$ cat src/rtl/bus_cycle_initiator.sv
// ---------------------------------------------------------------------------
// bus_cycle_initiator
//
// 68000-style asynchronous bus master. Accepts one single-word command at a
// time and runs it as an AS/UDS/LDS/RW bus cycle that DTACK terminates.
// It lets the CPLD drive the DRAM controller's CPU-side port with no CPU
// present (memory test, fills, bring-up).
//
// Optional feature: define BUS_TIMEOUT_EN to add a STROBE-phase watchdog.
// The watchdog ends a cycle with RSP_BERR=1 after TIMEOUT_CYCLES strobe
// cycles. TIMEOUT_CYCLES (2..255, default 64) is used only in that build.
//
// Ports
//   CLK, RST          clock, asynchronous active-high reset
//   CMD_VALID/READY   command handshake (READY is high only in IDLE)
//   CMD_WRITE         1 = write, 0 = read
//   CMD_ADDR[23:0]    byte address (bit 0 ignored)
//   CMD_BE[1:0]       byte enables [1]=upper [0]=lower, 2'b00 means both
//   CMD_WDATA[15:0]   write data
//   RSP_VALID         one-cycle completion pulse
//   RSP_RDATA[15:0]   read data, held until the next response
//   RSP_BERR          bus-error (timeout) flag, valid with RSP_VALID
//   ADDR_OUT[23:0]    bus address, bit 0 driven 0
//   AS, UDS, LDS      active-low address / data strobes
//   RW                1 = read
//   DATA_OUT[15:0]    write data, DATA_OE enables the bus drivers
//   DATA_IN[15:0]     read data
//   DTACK             asynchronous active-low acknowledge
// ---------------------------------------------------------------------------
module bus_cycle_initiator #(
    parameter int unsigned TIMEOUT_CYCLES = 64
) (
    input  logic        CLK,
    input  logic        RST,
    input  logic        CMD_VALID,
    output logic        CMD_READY,
    input  logic        CMD_WRITE,
    input  logic [23:0] CMD_ADDR,
    input  logic [1:0]  CMD_BE,
    input  logic [15:0] CMD_WDATA,
    output logic        RSP_VALID,
    output logic [15:0] RSP_RDATA,
    output logic        RSP_BERR,
    output logic [23:0] ADDR_OUT,
    output logic        AS,
    output logic        UDS,
    output logic        LDS,
    output logic        RW,
    output logic [15:0] DATA_OUT,
    output logic        DATA_OE,
    input  logic [15:0] DATA_IN,
    input  logic        DTACK
);

    typedef enum logic [1:0] {
        ST_IDLE,
        ST_ADDR,
        ST_STROBE,
        ST_RECOVER
    } state_t;

    state_t      state, state_n;
    logic        dtack_meta, dtack_s;
    logic [1:0]  be_q, be_n;

    logic        cmd_ready_n, rsp_valid_n;
    logic [15:0] rsp_rdata_n;
    logic [23:0] addr_n;
    logic        as_n, uds_n, lds_n, rw_n, data_oe_n;
    logic [15:0] data_out_n;
    logic        strobe_end, timed_out;

`ifdef BUS_TIMEOUT_EN
    localparam logic [7:0] TIMEOUT_LAST = 8'(TIMEOUT_CYCLES - 1);
    logic [7:0]  to_cnt, to_cnt_n;
    logic        rsp_berr_n;
`else
    assign RSP_BERR = 1'b0;
`endif

    always_comb begin
        // NOTE: every signal gets a default first, so no path through the
        // case statement can leave one unassigned and infer a latch.
        state_n     = state;
        be_n        = be_q;
        rsp_valid_n = 1'b0;
        rsp_rdata_n = RSP_RDATA;
        addr_n      = ADDR_OUT;
        as_n        = AS;
        uds_n       = UDS;
        lds_n       = LDS;
        rw_n        = RW;
        data_out_n  = DATA_OUT;
        data_oe_n   = DATA_OE;
        timed_out   = 1'b0;
`ifdef BUS_TIMEOUT_EN
        rsp_berr_n  = RSP_BERR;
        to_cnt_n    = to_cnt;
        // DTACK takes priority when both arrive on the same edge.
        if (state == ST_STROBE && dtack_s && to_cnt == TIMEOUT_LAST)
            timed_out = 1'b1;
`endif
        strobe_end = (state == ST_STROBE) && (!dtack_s || timed_out);

        case (state)
            ST_IDLE: begin
`ifdef BUS_TIMEOUT_EN
                to_cnt_n = 8'd0;
`endif
                if (CMD_VALID) begin
                    addr_n = {CMD_ADDR[23:1], 1'b0};
                    rw_n   = ~CMD_WRITE;
                    be_n   = (CMD_BE == 2'b00) ? 2'b11 : CMD_BE;
                    if (CMD_WRITE) begin
                        data_out_n = CMD_WDATA;
                        data_oe_n  = 1'b1;
                    end
                    state_n = ST_ADDR;
                end
            end
            ST_ADDR: begin
                as_n    = 1'b0;
                uds_n   = ~be_q[1];
                lds_n   = ~be_q[0];
                state_n = ST_STROBE;
            end
            ST_STROBE: begin
                if (strobe_end) begin
                    if (timed_out)
                        rsp_rdata_n = 16'h0000;
                    else if (RW)
                        rsp_rdata_n = DATA_IN;
`ifdef BUS_TIMEOUT_EN
                    rsp_berr_n = timed_out;
`endif
                    rsp_valid_n = 1'b1;
                    as_n        = 1'b1;
                    uds_n       = 1'b1;
                    lds_n       = 1'b1;
                    rw_n        = 1'b1;
                    data_oe_n   = 1'b0;
                    state_n     = ST_RECOVER;
                end
`ifdef BUS_TIMEOUT_EN
                else begin
                    to_cnt_n = to_cnt + 8'd1;
                end
`endif
            end
            ST_RECOVER: begin
                // Wait for the target to release DTACK before the next cycle.
                if (dtack_s)
                    state_n = ST_IDLE;
            end
            default: state_n = ST_IDLE;
        endcase

        // Registered, so a command arriving on the IDLE entry edge waits one.
        cmd_ready_n = (state_n == ST_IDLE);
    end

    // NOTE: all state uses non-blocking assignments so every flop samples
    // pre-edge values regardless of statement order.
    always_ff @(posedge CLK or posedge RST) begin
        if (RST) begin
            state      <= ST_IDLE;
            dtack_meta <= 1'b1;
            dtack_s    <= 1'b1;
            be_q       <= 2'b11;
            CMD_READY  <= 1'b1;
            RSP_VALID  <= 1'b0;
            RSP_RDATA  <= 16'h0000;
            ADDR_OUT   <= 24'h000000;
            AS         <= 1'b1;
            UDS        <= 1'b1;
            LDS        <= 1'b1;
            RW         <= 1'b1;
            DATA_OUT   <= 16'h0000;
            DATA_OE    <= 1'b0;
`ifdef BUS_TIMEOUT_EN
            RSP_BERR   <= 1'b0;
            to_cnt     <= 8'd0;
`endif
        end else begin
            // Two-flop synchronizer for the asynchronous DTACK.
            dtack_meta <= DTACK;
            dtack_s    <= dtack_meta;
            state      <= state_n;
            be_q       <= be_n;
            CMD_READY  <= cmd_ready_n;
            RSP_VALID  <= rsp_valid_n;
            RSP_RDATA  <= rsp_rdata_n;
            ADDR_OUT   <= addr_n;
            AS         <= as_n;
            UDS        <= uds_n;
            LDS        <= lds_n;
            RW         <= rw_n;
            DATA_OUT   <= data_out_n;
            DATA_OE    <= data_oe_n;
`ifdef BUS_TIMEOUT_EN
            RSP_BERR   <= rsp_berr_n;
            to_cnt     <= to_cnt_n;
`endif
        end
    end

endmodule
$ cat config.mk
export PLATFORM = sky130hd
export DESIGN_NAME = bus_cycle_initiator
export DESIGN_NICKNAME = d
export VERILOG_FILES = /design/src/rtl/bus_cycle_initiator.sv
export SDC_FILE = /design/constraint.sdc
export NUM_CORES = 1
export LEC_CHECK = 0
export CORE_MARGIN = 2
export CORE_UTILIZATION = 30
export DETAILED_ROUTE_END_ITERATION = 6
export PLACE_DENSITY = 0.65
export RECOVER_POWER = 100
export SYNTH_ARGS = -nofsm -noshare
export SYNTH_HDL_FRONTEND = slang
export SYNTH_SLANG_ARGS = --single-unit
export TNS_END_PERCENT = 100
$ cat constraint.sdc
create_clock -name CLK -period 2.2 [get_ports CLK]
set_input_delay 0.33 -clock CLK [delete_from_list [all_inputs] [get_ports CLK]]
set_output_delay 0.33 -clock CLK [all_outputs]
set_load 0.01 [all_outputs]
=== Word level (Yosys, flattened, before mapping) ===
Index checks and enable logic that the tools add are counted.

* Bits in registers: 68
* Bits of input ports: 63
* Output and inout port bits: 64
* Word-level logic and storage cells: 53

* Equal/unequal tests: 6
* Muxes and demuxes: 17
* Bitwise operators: 3
* Reduce and logical (&&, ||, !) cells: 13

{| class="wikitable"
|+ Operators by type and width
! kind !! count
|-
| one-hot mux 1 bit (2 select lines) || 5
|-
| AND reduction 3 bit || 3
|-
| two-way mux 2 bit || 4
|-
| one-hot mux 2 bit (4 select lines) || 1
|-
| two-way mux 1 bit || 7
|-
| zero test 2 bit || 3
|-
| inequality test 2 bit (second input constant) || 3
|-
| == test 2 bit (second input constant) || 2
|-
| AND reduction 2 bit || 2
|-
| AND reduction 4 bit || 1
|-
| nonzero test 2 bit || 2
|-
| NOT 1 bit || 3
|-
| == test 2 x 1 -> 1 bit (second input constant) || 1
|-
| logical AND 1 bit || 1
|-
| zero test 1 bit || 1
|}

=== Depth between registers and ports, before layout ===
Gate-level depths: netlist of the first run.

* Depth in word-level cells: 5
* Depth in mapped cells: 4
* Depth with buffers taken out: 2

=== Worst setup path before layout of the first run ===
Ideal clock, no wire load.

* Kind: register -> register
* Start point: register state[0]
* End point: register ADDR_OUT[10]
* Setup time: 0.125 ns
* Arrival time: 1.364 ns
* Required time: 2.075 ns
* Setup slack: 0.712 ns
* Cell stages (with the launch flop): 5
* Buffers on the path: 2
* Clock period less this slack: 1.488 ns
* Cell sequence: dfrtp_1 buf_6 nor3b_4 buf_6 mux2_2

* Cells in the longest elaborated chain, start to end: 2

{| class="wikitable"
|+ RTL lines
! what !! RTL line !! text
|-
| start: declaration || 62 || <nowiki>state_t state, state_n;</nowiki>
|-
| start signal: assignment || 188 || <nowiki>state <= state_n;</nowiki>
|-
| zero test 2 bit || 105 || <nowiki>case (state)</nowiki>
|-
| AND reduction 2 bit (no line) || - ||
|-
| end signal: assignment || 193 || <nowiki>ADDR_OUT <= addr_n;</nowiki>
|-
| end: declaration || 44 || <nowiki>output logic [23:0] ADDR_OUT,</nowiki>
|}

Every way passes these cells.
A chain may end at the register's enable or synchronous reset.

=== Final worst setup path of the first run ===
* Start point: register RW
* End point: output RW

{| class="wikitable"
|+ RTL lines
! what !! RTL line !! text
|-
| start: declaration || 48 || <nowiki>output logic RW,</nowiki>
|-
| start signal: assignment || 197 || <nowiki>RW <= rw_n;</nowiki>
|}

No word-level cell between the ends.

==> flow_summary.yaml, run 1 <==
outcome:
  status: "finished clean"
place:
  hpwl_mm: 3.93
  place_area_um2: 4010
  io_buffers: 123
  post-place-cells: 388
  dp_worst_setup_slack_ns: 0.333
  finalWeightedCongestion: 0.698
finish:
  final_area_um2: 4130
  syn2layout_area_growth_pct: 54.1
  fill_cells: 796
  stdcell_count: 404
  n_antenna_cell: 0
  final_common_cell: "dlygate4sd3_1"
  drive_above_1_share: 0.236
  nets: 354
  final_cell_mix: "dlygate4sd3_1, dfrtp_1, clkdlybuf4s50_1, mux2_2, mux2_1"
detailed_routing:
  post_drt_wl_per_cell_um: 13.5
  vias_per_cell: 4.34
  dr.pass1.iters: 3
  drcViolationCount: 0
  wirelength_mm: 5.45
  drt_iter0_drc: 22
  via_count: 1754
  ant_nets: 0
cts:
  root_buffer: "clkbuf_8"
  tritoncts: "built"
  clockBufferDepth: 2
  cts_resized: 0
  post-cts-setup-buffer-count: 0
  cts_buffers: 9
  cts.clk_slew.worst_paths_ns: 0.07
  cts_max_level: 3
  clk_latency_ns: 0.33
  hold_buffers: 0
  numClockSinks: 68
sta:
  worst_pin_slew_ns: 0.914
  worst_slack_ns: 0.384
  setup_violations: 0
  hold_slack_ns: 0.366
  finalCriticalPeriod_ns: 1.82
  period_share: 0.826
  rsz0062_at_grt: "no"
  clock.fmax_ghz: 0.551
  hold_viol: 0
  skew_ns: 0.00811
  maxSlewViolCount: 0
  fin_tns_setup_ns: 0
  relSlewSlack: 0.391
setup_path:
  crit_fanout: 4
  cp.arrival_ns: 1.49
  cp_num_buf_inv: 1
  cp.required_ns: 1.87
  startpoint_type: "register"
  cp_num_cells: 1
  cp_slowest_stage_delay_ns: 0.62
  worstSetupPathType: "register to primary output"
  crit_path_end_kind: "primary output"
  crit_path_top_delay_cell: "dlygate4sd3_1"
  cpLargestDelayFamily: "buffers and inverters"
  reg2reg_depth: 3
  rr_startpoint: "state[1]"
  crit_start: "RW"
  crit_chain: "dlygate4sd3_1"
hold_path:
  min_path_cells: 0
  min_from: "dtack_meta"
  min-delay-path-class: "register to register"
floorplan:
  dieArea_um2: 9710
  start_util: 0.309
  rows: 34
  die_h_um: 98.5
  ios: 127
  fp.dieW_um: 98.5
  core_um2: 8680
yosys:
  ys.warnings.count: 0
  seq_area_frac_synth: 0.639
  ys_ff_latch: 68
  yosysUniqueCellTypes: 23
  syn_area_um2: 2680
  avgSynthCellArea_um2: 16.8
  synth_edf_count: 0
  ys.flop_type: "dfrtp_1"
  async_flop_share: 1.00
  synth_cells: 160
power:
  ir_worst_vdd_v: 0.000466
  power.density_nw_per_um2: 1280
  p_leak_nw: 1.74
grt:
  antenna_found_initial: 0
  grt_pass1_vias: 1920
  grt.total_usage: 0.119
  overflow: 0
  grt_pass1_wl_mm: 9.05
  grt_max_degree: 69
run:
  cap_viol_max_count: 0
[layout make-up]
cell class,count,area [µm²],share of cell area
clock buffers,11,131,0.0318
clock inverters,5,52.6,0.0127
inverters,3,11.3,0.00273
multi-input cells,80,827,0.200
flip-flops and latches,68,1710,0.415
well taps,108,135,0.0327
repair buffers,129,1260,0.305
[registers in the layout (all words and copies together), names as in the netlist, 2 cells and up]
signal and flops:
ADDR_OUT 23, DATA_OUT 16, RSP_RDATA 16, be_q 2, state 2
[path summary, 6_finish.rpt]
| path | to | slack [ns] |
|---|---|---|
| max | RW | 0.38 |
| min | dtack_s | 0.37 |
| max reg2reg | DATA_OUT[10] | 0.42 |
| min reg2reg | dtack_s | 0.37 |
| max in group asynchronous | DATA_OE | 0.85 |
| min in group asynchronous | DATA_OUT[7] | 0.75 |
[metal layers]
metal	wire [µm]	global-route usage
met4	57	0.0316
met1	2430	0.152
met5	0	0
met3	524	0.0645
met2	2440	0.176
[through the flow]
stage          utilization  total power [mW]
2_1_floorplan            -              3.35
3_3_place_gp         0.462              4.67
3_5_place_dp         0.462              4.72
4_1_cts              0.483              5.72
5_1_grt              0.476              5.65
6_report             0.476              5.27
[power breakdown]
| group | leakage [nW] | internal [mW] | switching [mW] |
|---|---|---|---|
| logic | 0.844 | 1.32 | 0.796 |
| registers | 0.798 | 1.88 | 0.309 |
| clock network | 0.0931 | 0.518 | 0.440 |
[cells in the mapped netlist (3+ instances only)]
cell type / n / share of area
inv_1: 3 / 0.0042
nor3b_1: 3 / 0.0084
dfstp_2: 9 / 0.088
mux2_2: 42 / 0.18
buf_6: 7 / 0.029
mux2_4: 10 / 0.056
mux2_1: 5 / 0.021
nand2b_1: 3 / 0.0070
dfrtp_1: 59 / 0.55
a211o_1: 3 / 0.0098
[kinds of logic (layout without fill, tap and decap cells)]
| kind of cell | after synthesis | after routing | share of synthesized area |
|---|---|---|---|
| AO/OA/AOI/OAI | 10 | 10 | 0.0294 |
| multiplexers | 57 | 57 | 0.253 |
| other | 1 | 2 | 0.00140 |
| flip-flops | 68 | 68 | 0.639 |
| buffers and inverters | 13 | 148 | 0.0411 |
| AND/OR/NAND/NOR | 11 | 11 | 0.0355 |
Power figures use the tool's default switching activity.
==> inputs of run 2 (changes only) <==
PLACE_DENSITY = 0.67   (was 0.65)
clock period = 1.46 ns   (was 2.2 ns; I/O delays follow)
==> run 2 against run 1 <==
  * Clock skew is 0.0028 ns higher
  * Sequential power rose by 51%
  * Register-to-register slack worse by 0.39 ns
  * Critical path depth is 2 higher
  * Worst setup slack lost 0.36 ns
  * Power is 67% higher
  * Worst hold slack worse by 0.0086 ns
  * Largest cell class unchanged
  * Largest power group is now combinational cells
==> flow_summary.yaml, run 2 (same netlist as run 1, synthesis figures left out) <==
setup_path:
  crit_chain: "and4bb_4 > clkbuf_16 > mux2_4"
  startpoint_type: "register"
  worstSetupPathType: "register to register"
  r2r-end: "RSP_RDATA[6]"
  reg2reg_depth: 3
  crit_path_top_delay_cell: "dfstp_2"
  cp.arrival_ns: 1.64
  reg2reg_slack_ns: 0.03
  cp_slowest_stage_delay_ns: 0.55
  cp.required_ns: 1.67
  cpLargestDelayFamily: "flip-flops"
  crit_path_end_kind: "register"
  rr_startpoint: "RW"
  cp_num_buf_inv: 1
  crit_fanout: 8
cts:
  root_buffer: "clkbuf_8"
  clk_latency_ns: 0.33
  tritoncts: "built"
  cts_buffers: 9
  numClockSinks: 68
  cts.clk_slew.worst_paths_ns: 0.07
  cts_max_level: 3
  clockBufferDepth: 2
  hold_buffers: 0
sta:
  rsz0062_at_grt: "yes"
  worst_pin_slew_ns: 0.646
  clock.fmax_ghz: 0.698
  finalCriticalPeriod_ns: 1.43
  worst_slack_ns: 0.0273
  maxSlewViolCount: 0
  hold_viol: 0
  setup_violations: 0
  relSlewSlack: 0.570
  period_share: 0.981
  skew_ns: 0.0109
hold_path:
  min-delay-path-class: "register to register"
  min_to: "dtack_s"
  min_path_cells: 0
  min_from: "dtack_meta"
power:
  p_leak_nw: 1.86
  power.density_nw_per_um2: 2020
  ir_worst_vdd_v: 0.000683
grt:
  grt_pass1_wl_mm: 9.09
  grt.total_usage: 0.119
  overflow: 0
  antenna_found_initial: 0
  grt_pass1_vias: 1845
  grt_max_degree: 48
detailed_routing:
  dr.pass1.iters: 2
  ant_nets: 0
  via_count: 1784
  wirelength_mm: 5.91
  drt_iter0_drc: 48
  drcViolationCount: 0
  vias_per_cell: 4.33
  post_drt_wl_per_cell_um: 14.3
place:
  io_buffers: 123
  post-place-cells: 395
  hpwl_mm: 4.16
  finalWeightedCongestion: 0.681
  place_area_um2: 4090
  dp_worst_setup_slack_ns: -0.205
floorplan:
  rows: 34
  dieArea_um2: 9710
  core_um2: 8680
  die_h_um: 98.5
  fp.dieW_um: 98.5
  ios: 127
  start_util: 0.309
finish:
  largest_register_ffs: 23
  nets: 362
  n_antenna_cell: 0
  largest_register: "ADDR_OUT"
  syn2layout_area_growth_pct: 61.7
  drive_above_1_share: 0.303
  stdcell_count: 412
  final_cell_mix: "clkdlybuf4s50_1, dfrtp_1, mux2_2, clkdlybuf4s25_1, dlygate4sd2_1"
  fill_cells: 802
  top_regs: "ADDR_OUT (23), DATA_OUT (16), RSP_RDATA (16)"
  final_area_um2: 4330
  final_common_cell: "clkdlybuf4s50_1"
outcome:
  status: "finished clean"
run:
  cap_viol_max_count: 0
run 2: changes by cell type in the layout (fill, tap and decap cells not counted), sizes merged:
cell,before,now
buf,0,8
bufinv,1,3
clkbuf,17,20
clkdlybuf4s25,0,29
clkdlybuf4s50,59,63
clkinv,4,0
dlygate4sd2,0,28
dlygate4sd3,64,2
run 2: through the flow:
step | TNS [ns] | power (mW) | hold WS, ns | util
2_1_floorplan | -0.526 | 5.05 | 0.223 | -
3_3_place_gp | -6.11 | 7.14 | 0.347 | 0.471
3_5_place_dp | -6.82 | 7.22 | 0.347 | 0.471
4_1_cts | 0 | 9.01 | 0.285 | 0.498
5_1_grt | -0.0208 | 9.25 | 0.362 | 0.499
6_report | 0 | 8.77 | 0.358 | 0.499
run 2: area by class of cell:
cell class,count,area [µm²],share of cell area
clock inverter,3,90.1,0.0208
multi-input combinational,80,872,0.201
clock buffer,13,179,0.0413
timing repair buffer,137,1330,0.306
tap,108,135,0.0312
sequential,68,1720,0.396
inverter,3,15.0,0.00346
run 2: where the power goes:
part	internal (mW)	switching [mW]
combinational	2.16	1.30
sequential	2.84	0.465
clock	1.32	0.690
total	6.32	2.46
run 2: layer usage:
| metal | part of all wire | track usage |
|---|---|---|
| met4 | 0.017 | 0.0506 |
| met5 | 0 | 0 |
| met2 | 0.51 | 0.206 |
| met1 | 0.41 | 0.140 |
| met3 | 0.061 | 0.0326 |
run 2: timing repair:
item | in CTS | in global routing
gates resized for setup | 28 | 36
pin swaps | 0 | 1
cloned | 0 | 1
buffers inserted | 0 | 0
endpoints found under the setup margin | 28 | 49
run 2: how the worst max path moves through the flow:
stage | slack [ns] | end | cells past startpoint | startpoint
global route | -0.01 | RSP_RDATA[6] | 3 | RW
finish | 0.03 | RSP_RDATA[6] | 3 | RW
global placement | -0.17 | ADDR_OUT[7] | 4 | CMD_VALID
CTS | 0.001 | RSP_RDATA[5] | 1 | RSP_RDATA[5]
detailed placement | -0.21 | ADDR_OUT[2] | 4 | CMD_VALID
floorplan | -0.03 | ADDR_OUT[10] | 4 | state[0]
==> inputs of run 3 (changes only) <==
PLACE_DENSITY = 0.7   (was 0.67)
clock period = 1.5 ns   (was 1.46 ns; I/O delays follow)
==> run 3 against run 2 <==
  * Combinational power is 2% higher
  * Worst setup slack better by 0.018 ns
  * Die area stayed put
  * Global-route usage is 0.28 points lower
==> flow_summary.yaml, run 3 (same netlist as run 1, synthesis figures left out) <==
finish:
  final_common_cell: "clkdlybuf4s50_1"
  nets: 360
  final_cell_mix: "clkdlybuf4s50_1, dfrtp_1, mux2_2, clkdlybuf4s25_1"
  largest_register: "ADDR_OUT"
  n_antenna_cell: 0
  top_regs: "ADDR_OUT (23), DATA_OUT (16), RSP_RDATA (16)"
  stdcell_count: 410
  largest_register_ffs: 23
  fill_cells: 796
  drive_above_1_share: 0.285
  syn2layout_area_growth_pct: 58.1
cts:
  root_buffer: "clkbuf_8"
  clk_latency_ns: 0.33
  tritoncts: "built"
  cts_max_level: 3
  cts.clk_slew.worst_paths_ns: 0.07
  cts_buffers: 9
  hold_buffers: 0
  clockBufferDepth: 2
  numClockSinks: 68
setup_path:
  crit_fanout: 10
  reg2reg_slack_ns: 0.05
  crit_path_end_kind: "register"
  r2r-end: "RSP_RDATA[7]"
  cp_slowest_stage_delay_ns: 0.54
  crit_start: "RW"
  reg2reg_depth: 3
  cp.required_ns: 1.71
  crit_end: "RSP_RDATA[7]"
  startpoint_type: "register"
  crit_chain: "and4bb_2 > buf_12 > mux2_4"
  cp.arrival_ns: 1.66
  crit_path_top_delay_cell: "dfstp_2"
  worstSetupPathType: "register to register"
  rr_startpoint: "RW"
detailed_routing:
  via_count: 1803
  dr.pass1.iters: 4
  ant_nets: 0
  drcViolationCount: 0
  drt_iter0_drc: 64
  post_drt_wl_per_cell_um: 13.4
  vias_per_cell: 4.40
  wirelength_mm: 5.51
floorplan:
  fp.dieW_um: 98.5
  start_util: 0.309
  core_um2: 8680
  ios: 127
  rows: 34
  dieArea_um2: 9710
  die_h_um: 98.5
sta:
  period_share: 0.970
  skew_ns: 0.0108
  hold_viol: 0
  rsz0062_at_grt: "no"
  clock.fmax_ghz: 0.688
  worst_slack_ns: 0.0457
  setup_violations: 0
  maxSlewViolCount: 0
  worst_pin_slew_ns: 0.566
  finalCriticalPeriod_ns: 1.45
  relSlewSlack: 0.621
grt:
  grt_max_degree: 30
  grt_pass1_vias: 1857
  grt_pass1_wl_mm: 9.03
  antenna_found_initial: 0
  grt.total_usage: 0.116
  overflow: 0
power:
  ir_worst_vdd_v: 0.000750
  power.density_nw_per_um2: 1930
  p_leak_nw: 1.77
place:
  finalWeightedCongestion: 0.740
  post-place-cells: 394
  hpwl_mm: 4.18
  dp_worst_setup_slack_ns: -0.217
  io_buffers: 123
hold_path:
  min-delay-path-class: "register to register"
outcome:
  status: "finished clean"
run:
  cap_viol_max_count: 0
==> run 3: changes by cell type in the layout (fill, tap and decap cells not counted), sizes merged <==
cell           delta
bufinv            -2
clkinv            +1
clkbuf            +1
dlygate4sd2      -22
clkdlybuf4s50    +31
clkdlybuf4s25    -11
==> run 3: through the flow <==
step	utilization	setup TNS [ns]	total power [mW]	hold WS [ns]	instance area [µm²]
2_1_floorplan	-	0	4.91	0.229	2690
3_3_place_gp	0.473	-5.39	6.94	0.347	4110
3_5_place_dp	0.473	-7.01	7.03	0.349	4110
4_1_cts	0.494	0	8.48	0.238	4290
5_1_grt	0.488	0	8.70	0.366	4240
6_report	0.488	0	8.17	0.357	4240
==> run 3: area by class of cell <==
cell class	count	area, µm²	area share
clock buffer	14	153	0.0360
clock inverter	2	35.0	0.00827
inverter	3	12.5	0.00295
multi-input combinational	80	861	0.203
sequential	68	1710	0.404
tap	108	135	0.0319
timing repair buffer	135	1330	0.314
==> run 3: per-layer routing <==
metal / global-route usage / vias up / routed length [µm]
met5: 0 / - / 0
met4: 0.0474 / 0 / 34
met3: 0.0447 / 4 / 509
met2: 0.174 / 88 / 2520
met1: 0.152 / 880 / 2450
li1: - / 831 / -
==> run 3: critical path, delay by kind of cell, from the launching register on <==
kind,cells,cell delay (ns)
buffers and inverters,1,0.17
DFF,1,0.54
muxes,1,0.30
and+or+nand+nor,1,0.32
==> run 3: timing repair <==
action | in CTS | in global routing
setup endpoints to repair | 6 | 21
buffers inserted | 0 | 0
pin swaps | 0 | 0
gates resized for setup | 6 | 21
==> run 3: worst min path at each step <==
stage | start | to | slack (ns) | cells past startpoint
after floorplan | DTACK | dtack_meta | 0.23 | 0
after global placement | dtack_meta | dtack_s | 0.35 | 0
after detailed placement | dtack_meta | dtack_s | 0.35 | 0
after CTS | RST | state[0] | 0.24 | 2
after global routing | dtack_meta | dtack_s | 0.37 | 0
final | dtack_meta | dtack_s | 0.36 | 0
==> run 3: power by group <==
group	internal, mW	total [mW]	switching (mW)
registers	2.76	3.21	0.449
clock network	0.815	1.43	0.620
logic	2.28	3.53	1.25
==> variant (flow settings as in run 2) <==
Add a define of `BUS_TIMEOUT_EN`.
--- a/src/rtl/bus_cycle_initiator.sv
+++ b/src/rtl/bus_cycle_initiator.sv
@@ -27,6 +27,8 @@
 //   DATA_IN[15:0]     read data
 //   DTACK             asynchronous active-low acknowledge
 // ---------------------------------------------------------------------------
+`define BUS_TIMEOUT_EN
+
 module bus_cycle_initiator #(
     parameter int unsigned TIMEOUT_CYCLES = 64
 ) (
Behaviour: no difference found for any inputs over 10 cycles, from zero or initial values and one cycle with RST high; that may be too few to reach the edited logic, so the function may still have changed.
==> variant against run 2 <==
Sequential cell count up 9. Largest cell class unchanged. The run now ends with setup timing left. Design area increased by 14%. Critical path type unchanged. Critical endpoint is now to_cnt[5]$_DFFE_PP0P_. Worst setup slack got worse by 0.076 ns. Power increased by 2.4%. Routed wire length increased by 32%. Clock power down 20%. Count of clock-buffer cells in the layout shrank 4. Synthesized area grew 17%. Highest routed layer unchanged.
==> variant: results (changes against run 2) <==
- Placed inst area: 0.00468 mm^2 (was 0.00409 mm^2)
- Met3 Track Usage GR: 5.15% (was 3.26%)
- Mux contribution to synthesized area: 15.0% (was 25.4%)
- Failing checks: setup timing
- Proportion of synthesized chip area in sequential cells: 61.8% (was 63.9%)
- Synth cell count leaders: dfrtp_1, nand2_1, mux2_2 (was dfrtp_1, mux2_2, mux2_4)
- Setup ws final: -0.0489 ns (was 0.0273 ns)
- Layout cell share with drive strength beyond 1: 28.2% (was 30.3%)
- Crit. Startpoint: to_cnt[0]$_DFFE_PP0P_ (was RW$_DFFE_PP1P_)
- Initial DRC Count: 99 (was 48)
- Largest net degree at the start of global routing: 78 (was 48)
- Met1 GRT Util: 16.1% (was 14.0%)
- Global-route wire length before repair: 12.1 mm (was 9.09 mm)
- Final setup violation count: 31 (was 0)
- Worst Tran Pin Value: 1.03 ns (was 0.646 ns)
- Setup_tns: -0.208 ns (was 0 ns)
- Sw power: 0.00297 W (was 0.00246 W)
- CP max stage delay: 0.42 ns (was 0.55 ns)
- Clk power: 0.00161 W (was 0.00201 W)
- Design Power: 0.00899 W (was 0.00877 W)
- Setup Skew: 0.00756 ns (was 0.0109 ns)
- RD Place Congestion: 0.858 (was 0.681)
- Place WS: -0.166 ns (was -0.205 ns)
- Placed Cells: 522 (was 395)
- Crit-path slowest cell: dfrtp_1 (was dfstp_2)
- Met2 WL: 3.78 mm (was 3.00 mm)
- Grt met2 use: 22.9% (was 20.6%)
- Placed wire-length estimate: 5.12 mm (was 4.16 mm)
- Gate Count Post-Synth: 251 (was 160)
- Worst VDD drop: 775 uV (was 683 uV)
- Hold WS: 0.358 ns (about the same)
- Status: finished, violations left (was finished clean)
- Leak: 2.25 nW (was 1.86 nW)
- Gr usage total: 13.5% (was 11.9%)
- Fraction of the mapped netlist area in adder cells: 0.399% (was 0%)
- Routed vias/inst: 4.48 (was 4.33)
- Vias in the first global route: 2551 (was 1845)
variant: worst paths after layout:
check | cells after the start | endpoint
worst max-delay path | 6 | to_cnt[5]$_DFFE_PP0P_
worst min-delay path | 0 | dtack_s$_DFF_PP1_
worst max register to register | 6 | to_cnt[5]$_DFFE_PP0P_
worst min register to register | 0 | dtack_s$_DFF_PP1_
max in group asynchronous | 3 | DATA_OUT[14]$_DFFE_PP0P_
min in group asynchronous | 3 | ADDR_OUT[3]$_DFFE_PP0P_
variant: layout make-up:
class                   count  area [um^2]
multi-input cells         156         1180
fillers                   966         5270
flip-flops and latches     77         1940
clock buffers               9          124
repair buffers            156         1440
clock inverters             7         76.3
inverters                   7         32.5
well taps                 136          170
variant: critical path, delay by kind of cell (launching register included):
kind / cells / cell delay [ns]
compound gates: 1 / 0.10
simple gates: 3 / 0.62
buf+inv: 1 / 0.13
flops: 1 / 0.42
fa+ha+maj: 1 / 0.19
